**config.mk**
```make
export PLATFORM = sky130hd
export DESIGN_NAME = ps2_dev_rx_flat
export DESIGN_NICKNAME = d
export VERILOG_FILES = /design/src/rtl/ps2_pkg.sv /design/src/rtl/ps2_dev_rx_if.sv /design/src/rtl/ps2_half_timer.sv /design/src/rtl/ps2_dev_rx.sv /design/src/flat_wrapper.sv
export SDC_FILE = /design/constraint.sdc
export NUM_CORES = 1
export LEC_CHECK = 0
export CORE_MARGIN = 5
export CORE_UTILIZATION = 40
export DETAILED_ROUTE_END_ITERATION = 10
export DONT_BUFFER_PORTS = 1
export GPL_ROUTABILITY_DRIVEN = 0
export HOLD_SLACK_MARGIN = 0.1
export PLACE_DENSITY_LB_ADDON = 0.05
export REMOVE_ABC_BUFFERS = 1
export SYNTH_ARGS = -nofsm -noshare
export SYNTH_HDL_FRONTEND = slang
export SYNTH_HIERARCHICAL = 1
export SYNTH_SLANG_ARGS = --single-unit
export TNS_END_PERCENT = 10
```
**constraint.sdc**
```tcl
create_clock -name clk -period 7.8 [get_ports clk]
set_input_delay 0.39 -clock clk [delete_from_list [all_inputs] [get_ports clk]]
set_output_delay 0.39 -clock clk [all_outputs]
set_load 0.05 [all_outputs]
```
**src/rtl/ps2_pkg.sv**
```systemverilog
// rtl/ps2_pkg.sv - shared state, status codes and frame constants for the PS/2 device receiver
package ps2_pkg;

   typedef enum logic [2:0] {
      IDLE,
      INHIBIT,
      CLK_LO,
      CLK_HI,
      ACK
   } ps2_state_t;

   localparam logic [1:0] ERR_OK      = 2'b00;
   localparam logic [1:0] ERR_PARITY  = 2'b01;
   localparam logic [1:0] ERR_FRAME   = 2'b10;
   localparam logic [1:0] ERR_TIMEOUT = 2'b11;

   localparam int DATA_BITS  = 8;
   localparam int FRAME_BITS = 10;

   // PS/2 uses odd parity across data plus parity bit
   function automatic logic parity_ok(input logic [DATA_BITS-1:0] data, input logic par);
      return ^{par, data};
   endfunction

endpackage

```
**src/rtl/ps2_dev_rx_if.sv**
```systemverilog
// rtl/ps2_dev_rx_if.sv - PS/2 line and received-byte bundle between host side and device receiver
interface ps2_dev_rx_if;
   logic       ps2c_in;
   logic       ps2d_in;
   logic       ps2c_oe;
   logic       ps2d_oe;
   logic [7:0] rx_data;
   logic       rx_valid;
   logic [1:0] rx_err;
   logic       busy;

   modport slave (
      input  ps2c_in,
      input  ps2d_in,
      output ps2c_oe,
      output ps2d_oe,
      output rx_data,
      output rx_valid,
      output rx_err,
      output busy
   );

   modport master (
      output ps2c_in,
      output ps2d_in,
      input  ps2c_oe,
      input  ps2d_oe,
      input  rx_data,
      input  rx_valid,
      input  rx_err,
      input  busy
   );
endinterface

```
**src/rtl/ps2_half_timer.sv**
```systemverilog
// rtl/ps2_half_timer.sv - loadable down-counter; o_done is high for one cycle when a loaded count expires
module ps2_half_timer #(
   parameter int WIDTH = 8
) (
   input  logic             clk,
   input  logic             reset,
   input  logic             i_load,
   input  logic [WIDTH-1:0] i_value,
   output logic             o_done
);

   logic [WIDTH-1:0] r_cnt;
   logic             r_armed;

   always_ff @(posedge clk) begin
      if (!reset) begin
         r_cnt   <= '0;
         r_armed <= 1'b0;
      end else if (i_load) begin
         r_cnt   <= i_value;
         r_armed <= 1'b1;
      end else if (r_cnt != '0) begin
         r_cnt   <= r_cnt - WIDTH'(1);
      end else begin
         r_armed <= 1'b0;
      end
   end

   assign o_done = r_armed && (r_cnt == '0);

endmodule

```
**src/rtl/ps2_dev_rx.sv**
```systemverilog
// rtl/ps2_dev_rx.sv - PS/2 device-side receiver answering a host-to-device write
// Optional: define PS2_DEV_TIMEOUT_EN to time out an unanswered request with rx_err=11.
module ps2_dev_rx
   import ps2_pkg::*;
#(
   parameter int CLK_HZ     = 50000000,
   parameter int HALF_US    = 40,
   parameter int INHIBIT_US = 100,
   parameter int TIMEOUT_US = 2000
) (
   input  logic        clk,
   input  logic        reset,
   ps2_dev_rx_if.slave bus
);

   localparam int CYC_US = CLK_HZ / 1000000;
   localparam int HALF   = CYC_US * HALF_US;
   localparam int INH    = CYC_US * INHIBIT_US;
   localparam int TMO    = CYC_US * TIMEOUT_US;
   localparam int MAXC   = (TMO > INH) ? ((TMO > HALF) ? TMO : HALF) : ((INH > HALF) ? INH : HALF);
   localparam int TW     = $clog2(MAXC + 1);

   ps2_state_t      r_state;
   logic            r_c_s1, r_c_s2, r_d_s1, r_d_s2;
   logic [3:0]      r_idx;
   logic [1:0]      r_guard;
   logic            r_lo_seen;
   logic            r_ack_ph;
   logic [7:0]      r_shift;
   logic            r_par;
   logic            r_stop;
   logic            r_ps2c_oe;
   logic            r_ps2d_oe;
   logic [7:0]      r_rx_data;
   logic            r_rx_valid;
   logic [1:0]      r_rx_err;
   logic            r_busy;

   logic            w_c;
   logic            w_d;
   logic            w_done;
   logic            w_abort;
   logic            w_last_bit;
   logic            w_tmr_load;
   logic [TW-1:0]   w_tmr_val;

   assign w_c        = r_c_s2;
   assign w_d        = r_d_s2;
   assign w_last_bit = (r_idx == 4'(FRAME_BITS - 1));
   // The first cycles of CLK_HI still see our own pull-down through the synchronizer
   assign w_abort    = (r_state == CLK_HI) && (r_guard == 2'd0) && !w_c && r_lo_seen;

   ps2_half_timer #(.WIDTH(TW)) u_timer (
      .clk     (clk),
      .reset   (reset),
      .i_load  (w_tmr_load),
      .i_value (w_tmr_val),
      .o_done  (w_done)
   );

   always_comb begin
      w_tmr_load = 1'b0;
      w_tmr_val  = TW'(HALF - 1);
      unique case (r_state)
         IDLE: begin
            if (w_c) begin
               w_tmr_load = 1'b1;
               w_tmr_val  = TW'(INH - 1);
            end else if (w_done) begin
               w_tmr_load = 1'b1;
               w_tmr_val  = TW'(TMO - 1);
            end
         end
         INHIBIT: begin
            if (!w_c) begin
               w_tmr_load = 1'b1;
               w_tmr_val  = TW'(TMO - 1);
            end else if (!w_d) begin
               w_tmr_load = 1'b1;
            end
         end
         CLK_LO: begin
            if (w_done) w_tmr_load = 1'b1;
         end
         CLK_HI: begin
            if (w_abort) begin
               // Two inhibit samples are already counted toward the next request
               w_tmr_load = 1'b1;
               w_tmr_val  = TW'(INH - 3);
            end else if (w_done) begin
               w_tmr_load = 1'b1;
               if (w_last_bit && !r_stop) w_tmr_val = TW'(INH - 1);
            end
         end
         ACK: begin
            if (w_done) begin
               w_tmr_load = 1'b1;
               if (r_ack_ph) w_tmr_val = TW'(INH - 1);
            end
         end
         default: ;
      endcase
   end

   always_ff @(posedge clk) begin
      if (!reset) begin
         r_c_s1     <= 1'b1;
         r_c_s2     <= 1'b1;
         r_d_s1     <= 1'b1;
         r_d_s2     <= 1'b1;
         r_state    <= IDLE;
         r_idx      <= '0;
         r_guard    <= '0;
         r_lo_seen  <= 1'b0;
         r_ack_ph   <= 1'b0;
         r_shift    <= '0;
         r_par      <= 1'b0;
         r_stop     <= 1'b0;
         r_ps2c_oe  <= 1'b0;
         r_ps2d_oe  <= 1'b0;
         r_rx_data  <= '0;
         r_rx_valid <= 1'b0;
         r_rx_err   <= ERR_OK;
         r_busy     <= 1'b0;
      end else begin
         r_c_s1     <= bus.ps2c_in;
         r_c_s2     <= r_c_s1;
         r_d_s1     <= bus.ps2d_in;
         r_d_s2     <= r_d_s1;
         r_rx_valid <= 1'b0;

         unique case (r_state)
            IDLE: begin
               if (!w_c && w_done) r_state <= INHIBIT;
            end
            INHIBIT: begin
               if (w_c) begin
                  if (!w_d) begin
                     r_state   <= CLK_LO;
                     r_busy    <= 1'b1;
                     r_idx     <= '0;
                     r_ps2c_oe <= 1'b1;
                  end
`ifdef PS2_DEV_TIMEOUT_EN
                  else if (w_done) begin
                     r_state    <= IDLE;
                     r_rx_valid <= 1'b1;
                     r_rx_err   <= ERR_TIMEOUT;
                  end
`else
                  else begin
                     r_state <= IDLE;
                  end
`endif
               end
            end
            CLK_LO: begin
               if (w_done) begin
                  r_state   <= CLK_HI;
                  r_ps2c_oe <= 1'b0;
                  r_guard   <= 2'd3;
               end
            end
            CLK_HI: begin
               if (r_guard != 2'd0) r_guard <= r_guard - 2'd1;
               r_lo_seen <= (r_guard == 2'd0) && !w_c;
               if (r_guard == 2'd3) begin
                  if (r_idx < 4'(DATA_BITS)) r_shift[r_idx[2:0]] <= w_d;
                  else if (w_last_bit)       r_stop <= w_d;
                  else                       r_par  <= w_d;
               end
               if (w_abort) begin
                  r_state <= IDLE;
                  r_busy  <= 1'b0;
               end else if (w_done) begin
                  if (!w_last_bit) begin
                     r_idx     <= r_idx + 4'd1;
                     r_state   <= CLK_LO;
                     r_ps2c_oe <= 1'b1;
                  end else if (r_stop) begin
                     r_state   <= ACK;
                     r_ack_ph  <= 1'b0;
                     r_ps2c_oe <= 1'b1;
                     r_ps2d_oe <= 1'b1;
                  end else begin
                     r_state    <= IDLE;
                     r_busy     <= 1'b0;
                     r_rx_valid <= 1'b1;
                     r_rx_err   <= ERR_FRAME;
                     r_rx_data  <= r_shift;
                  end
               end
            end
            ACK: begin
               if (w_done) begin
                  if (!r_ack_ph) begin
                     r_ack_ph  <= 1'b1;
                     r_ps2c_oe <= 1'b0;
                  end else begin
                     r_state    <= IDLE;
                     r_busy     <= 1'b0;
                     r_ps2d_oe  <= 1'b0;
                     r_rx_valid <= 1'b1;
                     r_rx_data  <= r_shift;
                     r_rx_err   <= parity_ok(r_shift, r_par) ? ERR_OK : ERR_PARITY;
                  end
               end
            end
            default: r_state <= IDLE;
         endcase
      end
   end

   assign bus.ps2c_oe  = r_ps2c_oe;
   assign bus.ps2d_oe  = r_ps2d_oe;
   assign bus.rx_data  = r_rx_data;
   assign bus.rx_valid = r_rx_valid;
   assign bus.rx_err   = r_rx_err;
   assign bus.busy     = r_busy;

endmodule

```
**src/flat_wrapper.sv**
```systemverilog
// flat-port wrapper written by rule: the top's interface ports become plain ports
module ps2_dev_rx_flat import ps2_pkg::*;
#(
   parameter int CLK_HZ     = 50000000,
   parameter int HALF_US    = 40,
   parameter int INHIBIT_US = 100,
   parameter int TIMEOUT_US = 2000
)
  (clk, reset, bus_ps2c_in, bus_ps2d_in, bus_ps2c_oe, bus_ps2d_oe, bus_rx_data, bus_rx_valid, bus_rx_err, bus_busy);
  ps2_dev_rx_if bus_i ();
  input  logic clk;
  input  logic reset;
  input wire logic [$bits(bus_i.ps2c_in)-1:0] bus_ps2c_in;
  input wire logic [$bits(bus_i.ps2d_in)-1:0] bus_ps2d_in;
  output wire logic [$bits(bus_i.ps2c_oe)-1:0] bus_ps2c_oe;
  output wire logic [$bits(bus_i.ps2d_oe)-1:0] bus_ps2d_oe;
  output wire logic [$bits(bus_i.rx_data)-1:0] bus_rx_data;
  output wire logic [$bits(bus_i.rx_valid)-1:0] bus_rx_valid;
  output wire logic [$bits(bus_i.rx_err)-1:0] bus_rx_err;
  output wire logic [$bits(bus_i.busy)-1:0] bus_busy;
  assign bus_i.ps2c_in = bus_ps2c_in;
  assign bus_i.ps2d_in = bus_ps2d_in;
  assign bus_ps2c_oe = bus_i.ps2c_oe;
  assign bus_ps2d_oe = bus_i.ps2d_oe;
  assign bus_rx_data = bus_i.rx_data;
  assign bus_rx_valid = bus_i.rx_valid;
  assign bus_rx_err = bus_i.rx_err;
  assign bus_busy = bus_i.busy;
  ps2_dev_rx #(.CLK_HZ(CLK_HZ), .HALF_US(HALF_US), .INHIBIT_US(INHIBIT_US), .TIMEOUT_US(TIMEOUT_US)) u_core (.clk(clk), .reset(reset), .bus(bus_i));
endmodule
```
==> impl_metrics.toml, run 1 <==
[clock_tree]
clk_pin_slew_ns = 0.07
cts_max_level = 3
cts-buffers-inserted = 9
hold_buffers = 0
clock_path_buffers = 2
cts_sinks = 57
post_cts_buffers = 0
cts_resized = 0
insertion_delay_ns = 0.34
cts_root_buf = "clkbuf_8"
cts_tree = "yes"

[sta]
finalSetupTns_ns = 0
period_minus_slack_ns = 3.73
hold_viol_final = 0
max_freq_ghz = 0.268
max-slew-margin-rel_pct = 41.0
final.setup.worst_slack_ns = 4.07
rsz0062_at_grt = "false"
worst_slew_pin_slew_ns = 0.878
whs_ns = 0.136
fin_crit_sh_pct = 47.9
slew_viol_final = 0
report.final.setup_viol = 0
finClkSkew_ns = 0.00833

[logic_synthesis]
synthMuxAreaShare_pct = 4.79
synthXorXnorAreaFrac_pct = 6.03
synth_top_family_by_area = "simple AND/OR/NAND/NOR gates"
synth-compound-area-share_pct = 18.1
netlist_area_sq_um = 3130
synthMostInstantiatedCell = "dfxtp_1"
yosysTopAreaCell = "dfxtp_1"
ys_types = 63
syn_avg_cell_area_sq_um = 8.59
yosysSeqAreaShare_pct = 36.4
ys_top_cells_by_area = "dfxtp_1 (36%), o21ai_0 (5.0%), mux2i_1 (4.8%)"
ys_ff_latch = 57
synthSimpleGateAreaFrac_pct = 27.3
syn_inst = 365
synth_edf_count = 0
async_reset_ff_share_pct = 0
synthAdderAreaFrac_pct = 2.00
synth_ff_type = "dfxtp_1"
yosysWarnings = 6
synth_top_area_share_pct = 36.4
synth_common_cells = "dfxtp_1 (57), o21ai_0 (31), nand2_1 (28)"

[finish]
layout-drive-gt1-share_pct = 7.67
nets = 369
stdcell_area_sq_um = 3370
insertedDiodeCount = 0
syn_to_final_growth_pct = 7.62

[placed_design]
place_area_sq_um = 3180
port_buffers = 0
pre_cts_slack_ns = 4.08
dp_hpwl_mm = 4.76

[global_route]
overflow = 0
antenna_found_initial = 0
grt_max_degree = 48
grt_pass1_vias = 2352
grt_pass1_wl_mm = 11.9
grt_usage_pct = 15.4

[critical_path]
worstSetupPathType = "reg2reg"
r2r_start = "u_core/u_timer/r_cnt[10]"
r2r-end = "u_core/u_timer/r_cnt[15]"
cp_max_fo = 19
crit_arrival_ns = 4.00
startpoint_type = "flop"
r2r_cells = 12
startpoint = "u_core/u_timer/r_cnt[10]"
endpoint_kind = "flop"
reg2reg_slack_ns = 4.07
crit_required_ns = 8.07

[floorplanning]
die_y_microns = 98.5
die_area_sq_um = 9710
die_x_microns = 98.5
rows = 32
io_pins = 18
start_util_pct = 40.8
core_sq_um = 7690

[outcome]
status = "finished, final reports clean"

[routing]
drc = 0
ant_nets = 0
wl_mm = 7.24
drt_iter0_drc = 159
drt_first_pass_iters = 4
wl_per_cell_microns = 15.5
routed_via_density = 5.40
vias = 2521

[min_path]
hold_depth = 1
hold_path.class = "in2reg"
hold_path_end = "u_core/r_c_s1"
min_from = "reset"

[pwr]
p_per_area_nw_per_um2 = 204
ir_drop_mv = 0.0818
p_leak_nw = 1.23
finalPower_w = 0.000689

[flow_run]
cap_violations = 0
-- power breakdown --
| group | switching (W) | leakage [nW] | internal (W) |
|---|---|---|---|
| registers | 0.0000187 | 0.464 | 0.000303 |
| clock network | 0.000123 | 0.0953 | 0.000155 |
| logic | 0.0000523 | 0.667 | 0.0000362 |
-- metal layers --
layer | share of wire, % | track usage, % | wire length [microns] | vias up
met4 | 1.1 | 7.25 | 81 | 0
met5 | 0 | 0 | 0 | -
met1 | 52 | 21.5 | 3770 | 1193
met3 | 3.7 | 3.54 | 270 | 5
met2 | 43 | 22.5 | 3120 | 39
li1 | - | - | - | 1284
-- cell usage in the layout (no fill, tap or decap), types with 6 or more instances in the layout --
master	netlist	final
o21ai_0	31	31
nor3b_1	6	6
clkbuf_8	0	10
nand3b_1	6	6
mux2i_1	15	15
inv_1	12	12
nand3_1	16	16
xnor2_1	9	9
nor3_1	9	9
conb_1	2	8
dfxtp_1	57	57
nand4_1	6	6
nor2_1	16	16
nand2_1	28	28
nor2b_1	20	20
a21oi_1	18	18
xor2_1	10	10
-- critical path: stages, from the launching register on --
cell and delay, ns:
dfxtp_1 0.36, or4_4 0.56, nor4_1 0.44, and3_1 0.67, nor3_1 0.11, a31oi_1 0.15
o21ai_0 0.09, o21ai_0 0.18, buf_4 0.21, inv_1 0.19, nor2_1 0.50, nand2_1 0.09
o21ai_0 0.10
-- worst max path at each step --
stage | end | cells past startpoint | slack (ns)
6_report | u_core/u_timer/r_cnt[15] | 12 | 4.07
2_1_floorplan | u_core/u_timer/r_cnt[15] | 11 | 4.11
3_3_place_gp | u_core/u_timer/r_cnt[15] | 12 | 4.23
3_5_place_dp | u_core/u_timer/r_cnt[15] | 12 | 4.08
5_1_grt | u_core/u_timer/r_cnt[15] | 12 | 3.62
4_1_cts | u_core/u_timer/r_cnt[15] | 12 | 4.04
-- registers in the layout, indices dropped and copies added (netlist names) --
register / count
u_core/bus.busy: 1
u_core/bus.ps2c_oe: 1
u_core/bus.ps2d_oe: 1
u_core/bus.rx_data: 8
u_core/bus.rx_err: 2
u_core/bus.rx_valid: 1
u_core/r_ack_ph: 1
u_core/r_c_s1: 1
u_core/r_c_s2: 1
u_core/r_d_s1: 1
u_core/r_d_s2: 1
u_core/r_guard: 2
u_core/r_idx: 4
u_core/r_lo_seen: 1
u_core/r_par: 1
u_core/r_shift: 8
u_core/r_state: 3
u_core/r_stop: 1
u_core/u_timer/r_armed: 1
u_core/u_timer/r_cnt: 17
-- layout make-up --
class,count,area (sq um)
clock inverters,5,55.1
flip-flops and latches,57,1140
multi-input cells,279,1860
well taps,102,128
clock buffers,11,141
repair buffers,1,7.51
inverters,12,45.0
fillers,807,4310
-- cells by family after synthesis --
group / after synthesis
AO/OA/AOI/OAI: 86
AND/OR/NAND/NOR: 145
flip-flops: 57
multiplexers: 15
buffers and inverters: 35
adder cells (fa/ha/maj): 5
other: 2
XOR/XNOR: 20
-- per-stage QoR --
stage	cells	util [%]
final	467	43.9
after floorplan	348	-
after global placement	451	41.3
after CTS	467	43.9
after global routing	467	43.9
after detailed placement	451	41.3
(Power assumes the default switching activity.)
==> run 2: changes to the inputs <==
==> constraint.sdc (replaced) <==
create_clock -name clk -period 3.9 [get_ports clk]
set_input_delay 0.195 -clock clk [delete_from_list [all_inputs] [get_ports clk]]
set_output_delay 0.195 -clock clk [all_outputs]
set_load 0.05 [all_outputs]
==> impl_metrics.toml, run 2 (synthesis gave the netlist of run 1 again) <==
[pwr]
ir_drop_mv = 0.232
finalPower_w = 0.00148
p_leak_nw = 1.30
p_per_area_nw_per_um2 = 423

[sta]
max-slew-margin-rel_pct = 41.5
hold_viol_final = 0
finClkSkew_ns = 0.00802
final.setup.worst_slack_ns = 0.743
fin_crit_sh_pct = 81.0
worst_slew_pin_slew_ns = 0.871
finalSetupTns_ns = 0
slew_viol_final = 0
max_freq_ghz = 0.317
rsz0062_at_grt = "false"
period_minus_slack_ns = 3.16
report.final.setup_viol = 0

[routing]
wl_per_cell_microns = 15.4
ant_nets = 0
vias = 2591
drt_first_pass_iters = 5
drc = 0
routed_via_density = 5.42
wl_mm = 7.37
drt_iter0_drc = 155

[outcome]
status = "finished, final reports clean"

[critical_path]
crit_required_ns = 4.15
r2r_start = "u_core/u_timer/r_cnt[10]"
startpoint = "u_core/u_timer/r_cnt[10]"
startpoint_type = "flop"
cp_max_fo = 11
worstSetupPathType = "reg2reg"
endpoint_kind = "flop"
crit_arrival_ns = 3.41

[finish]
syn_to_final_growth_pct = 12.0
top_register = "u_core/u_timer/r_cnt"
fin_cells = 478
insertedDiodeCount = 0
layout_commonest_cell = "dfxtp_1"
nets = 380
layout-drive-gt1-share_pct = 9.57
largest_reg_flops = 17
layout_common_cells = "dfxtp_1 (57), o21ai_0 (31), nand2_1 (28), nor2b_1 (20), a21oi_1 (18)"

[clock_tree]
cts_resized = 0
clock_path_buffers = 2
cts_tree = "yes"
clk_pin_slew_ns = 0.07
cts-buffers-inserted = 9
insertion_delay_ns = 0.33
cts_sinks = 57
cts_root_buf = "clkbuf_8"
cts_max_level = 3

[floorplanning]
start_util_pct = 40.8
io_pins = 18
die_x_microns = 98.5
die_y_microns = 98.5
core_sq_um = 7690
die_area_sq_um = 9710
rows = 32

[global_route]
overflow = 0
grt_max_degree = 45
grt_pass1_vias = 2482
grt_usage_pct = 15.8
antenna_found_initial = 0
grt_pass1_wl_mm = 12.5

[placed_design]
dp_hpwl_mm = 4.92
pre_cts_slack_ns = 0.781
place_inst = 458
port_buffers = 0

[flow_run]
cap_violations = 0

[min_path]
hold_path.class = "in2reg"
min_from = "reset"
## run 2: cell types whose count changed in the layout (fill, tap and decap cells not counted)
cell	change
buf_12	+1
buf_4	+7
clkinv_2	-2
bufinv_16	+1
clkbuf_8	+1
dlygate4sd3_1	+3
## run 2: final timing paths
| path | endpoint | slack (ns) | depth (start not counted) |
|---|---|---|---|
| worst max register to register | u_core/u_timer/r_cnt[12] | 0.74 | 12 |
| worst min-delay path | u_core/u_timer/r_cnt[2] | 0.13 | 2 |
| worst min register to register | u_core/r_d_s2 | 0.41 | 1 |
| worst max-delay path | u_core/u_timer/r_cnt[12] | 0.74 | 12 |
## run 2: per-layer routing
layer,global-route usage [%],up-vias,routed length (microns)
li1,-,1309,-
met1,23.3,1204,3750
met2,22.4,76,3140
met3,3.47,2,470
met4,5.78,0,19
met5,0,-,0
## run 2: metrics by stage
| step | hold WS, ns | util (%) | instance area (sq um) |
|---|---|---|---|
| floorplan | 0.268 | - | 3040 |
| detailed placement | 0.281 | 42.0 | 3230 |
| global placement | 0.281 | 42.0 | 3230 |
| finish | 0.127 | 45.7 | 3510 |
| global route | 0.120 | 45.7 | 3510 |
| CTS | 0.105 | 45.5 | 3500 |
## run 2: final cells by class
cell class                      instances  area, sq um
Clock inverter                          4         75.1
Timing Repair Buffer                   12          110
Fill cell                             785         4180
Multi-Input combinational cell        279         1860
Tap cell                              102          128
Clock buffer                           12          155
Sequential cell                        57         1140
Inverter                               12         45.0
## run 2: repair_timing
item,in CTS,in global routing
hold buffers,3,1
buffers inserted,0,0
hold endpoints to repair,41,1
setup endpoints to repair,0,0
## run 2: power by group
| group | switching, W | total (W) | internal, W |
|---|---|---|---|
| clock network | 0.000245 | 0.000640 | 0.000395 |
| registers | 0.0000376 | 0.000644 | 0.000607 |
| logic | 0.000115 | 0.000201 | 0.0000863 |
## run 2: worst max-delay path: stages (launching register included)
cell     delay (ns)
dfxtp_1        0.36
or4_4          0.55
nor4_1         0.47
and3_1         0.39
nor3_1         0.08
a31oi_1        0.17
o21ai_0        0.10
o21ai_0        0.24
inv_1          0.24
nor2_1         0.15
buf_4          0.17
nand2_1        0.06
o21ai_0        0.08
==> run 3: changes to the inputs <==
--- a/config.mk
+++ b/config.mk
@@ -5,6 +5,7 @@
 export SDC_FILE = /design/constraint.sdc
 export NUM_CORES = 1
 export LEC_CHECK = 0
+export ABC_AREA = 1
 export CORE_MARGIN = 5
 export CORE_UTILIZATION = 40
 export DETAILED_ROUTE_END_ITERATION = 10
==> constraint.sdc (replaced) <==
create_clock -name clk -period 2.5 [get_ports clk]
set_input_delay 0.125 -clock clk [delete_from_list [all_inputs] [get_ports clk]]
set_output_delay 0.125 -clock clk [all_outputs]
set_load 0.05 [all_outputs]
==> impl_metrics.toml, run 3 <==
[placed_design]
port_buffers = 0
place_area_sq_um = 3430
dp_hpwl_mm = 5.90

[routing]
wl_mm = 8.11
drt_iter0_drc = 135
drt_first_pass_iters = 5
vias = 3108
ant_nets = 0
wl_per_cell_microns = 12.7
drc = 0
routed_via_density = 4.87

[floorplanning]
core_sq_um = 8130
start_util_pct = 40.4
io_pins = 18
die_area_sq_um = 10100
rows = 33
die_y_microns = 101
die_x_microns = 101

[min_path]
hold_path.class = "in2reg"

[logic_synthesis]
ys_types = 44
synth_edf_count = 0
synth_top_area_share_pct = 34.7
async_reset_ff_share_pct = 0
synth_ff_type = "dfxtp_1"
synthMostInstantiatedCell = "nand2_1"
syn_inst = 509
synth_common_cells = "nand2_1 (129), nor2_1 (95), dfxtp_1 (57)"
yosysTopAreaCell = "dfxtp_1"
yosysSeqAreaShare_pct = 34.7
ys_top_cells_by_area = "dfxtp_1 (35%), nand2_1 (15%), nor2_1 (11%)"
ys_ff_latch = 57
netlist_area_sq_um = 3290
yosysWarnings = 6
syn_avg_cell_area_sq_um = 6.46

[critical_path]
cp_max_fo = 7
cp_slowest_cell = "dfxtp_1"
critPathTopFamily = "simple AND/OR/NAND/NOR gates"
endpoint_kind = "flop"
startpoint_type = "flop"
cp_cell_sequence = "inv_1, ha_4, nand2_4, nor2_8, nand2_2, nor2_2, nand2_2, nor2_4, buf_4, nand2_1, nand4_1, clkinvlp_4, nand4_4, clkinv_2, nand2_1, a21oi_2"
critPathBufInv = 4
crit_arrival_ns = 2.50
worstSetupPathType = "reg2reg"
crit_required_ns = 2.71
cpPeakStageDelay_ns = 0.34

[global_route]
antenna_found_initial = 0
grt_pass1_wl_mm = 13.7
grt_max_degree = 25
grt_pass1_vias = 2818
overflow = 0
grt_usage_pct = 17.0

[sta]
report.final.setup_viol = 0
period_minus_slack_ns = 2.30
worst_slew_pin_slew_ns = 0.907
fin_crit_sh_pct = 91.8
max_freq_ghz = 0.436
hold_viol_final = 0
slew_viol_final = 0
whs_ns = 0.171
max-slew-margin-rel_pct = 39.4
finClkSkew_ns = 0.0102

[clock_tree]
cts_sinks = 57
insertion_delay_ns = 0.33
cts-buffers-inserted = 9
cts_tree = "yes"
cts_max_level = 3
clk_pin_slew_ns = 0.07
cts_root_buf = "clkbuf_8"
clock_path_buffers = 2

[finish]
syn_to_final_growth_pct = 12.8
stdcell_area_sq_um = 3710
layout-drive-gt1-share_pct = 12.8
top_register = "u_core/u_timer/r_cnt"
largest_reg_flops = 17
insertedDiodeCount = 0
layout_common_cells = "nand2_1 (128), nor2_1 (93), dfxtp_1 (57), inv_1 (50), o21ai_0 (28)"
num-fill-cells = 863
nets = 537
layout_commonest_cell = "nand2_1"

[outcome]
status = "finished, final reports clean"

[pwr]
ir_drop_mv = 0.265
p_per_area_nw_per_um2 = 770
p_leak_nw = 1.70

[flow_run]
cap_violations = 0
run 3: cell count changes after synthesis, moves of 6 or more:
cell / change
clkbuf_1: -7
nand2_2: +7
nor2_1: +79
nand2_1: +101
nor2b_1: -20
nor2_2: +6
nand3_1: +11
a21oi_1: +8
mux2i_1: -14
inv_1: +38
nor3b_1: -6
run 3: area by class of cell:
class | count | area [sq um] | share of cell area, %
sequential | 57 | 1140 | 30.8
inverter | 57 | 219 | 5.90
clock inverter | 6 | 43.8 | 1.18
multi-input combinational | 389 | 1920 | 51.8
tap | 105 | 131 | 3.54
timing repair buffer | 13 | 109 | 2.93
clock buffer | 10 | 138 | 3.71
timing repair inverter | 1 | 5.00 | 0.135
run 3: repair_timing:
action / CTS / global route
cloned: 0 / 1
setup endpoints to repair: 16 / 33
hold endpoints to repair: 26 / 0
hold buffers: 3 / 0
resized for setup: 1 / 8
setup buffers: 0 / 4
pin swaps: 0 / 4
run 3: report_power, final:
| group | internal, W | switching [W] | leakage (nW) |
|---|---|---|---|
| combinational | 0.000342 | 0.000605 | 1.15 |
| clock | 0.000387 | 0.000395 | 0.0922 |
| sequential | 0.000999 | 0.000129 | 0.464 |
run 3: worst paths after layout:
| path | startpoint | to | slack [ns] | cells after the start |
|---|---|---|---|---|
| min | reset | u_core/u_timer/r_cnt[0] | 0.17 | 2 |
| max reg2reg | u_core/u_timer/r_cnt[0] | u_core/u_timer/r_cnt[0] | 0.20 | 16 |
| min reg2reg | u_core/r_d_s1 | u_core/r_d_s2 | 0.41 | 1 |
| max | u_core/u_timer/r_cnt[0] | u_core/u_timer/r_cnt[0] | 0.20 | 16 |
run 3: layer usage:
metal  vias up  global-route usage [%]  wire [microns]
met5         -                       0               0
met4         0                    8.08             235
met3        19                    3.11             293
met2        58                    26.7            3720
met1      1392                    22.4            3850
li1       1639                       -               -
run 3: per-stage QoR:
step                      setup WS [ns]  setup TNS, ns  total power [W]  utilization (%)  instances
after global routing            -0.0139        -0.0291          0.00308             45.6        638
after global placement          -0.0137        -0.0222          0.00205             42.1        614
final                             0.205              0          0.00286             45.6        638
after CTS                        0.0507              0          0.00284             44.7        633
after floorplan                  -0.376          -5.28          0.00183                -        503
after detailed placement        -0.0758         -0.618          0.00204             42.1        614
run 3: logic make-up after synthesis:
logic type / count (synthesis) / share of synthesized area [%]
compound gates: 68 / 11.2
xor+xnor: 10 / 2.66
fa+ha+maj: 5 / 1.90
buf+inv: 69 / 8.44
flops: 57 / 34.7
mux: 1 / 0.304
other cells: 2 / 0.228
simple gates: 297 / 40.5
run 3: worst reg2reg max path: cells and delay by family, from the launching register on:
family                   cells  cell delay, ns
buffers and inverters        4            0.55
adder cells (fa/ha/maj)      1            0.16
AND/OR/NAND/NOR             10            1.06
AO/OA/AOI/OAI                1            0.05
flip-flops                   1            0.34
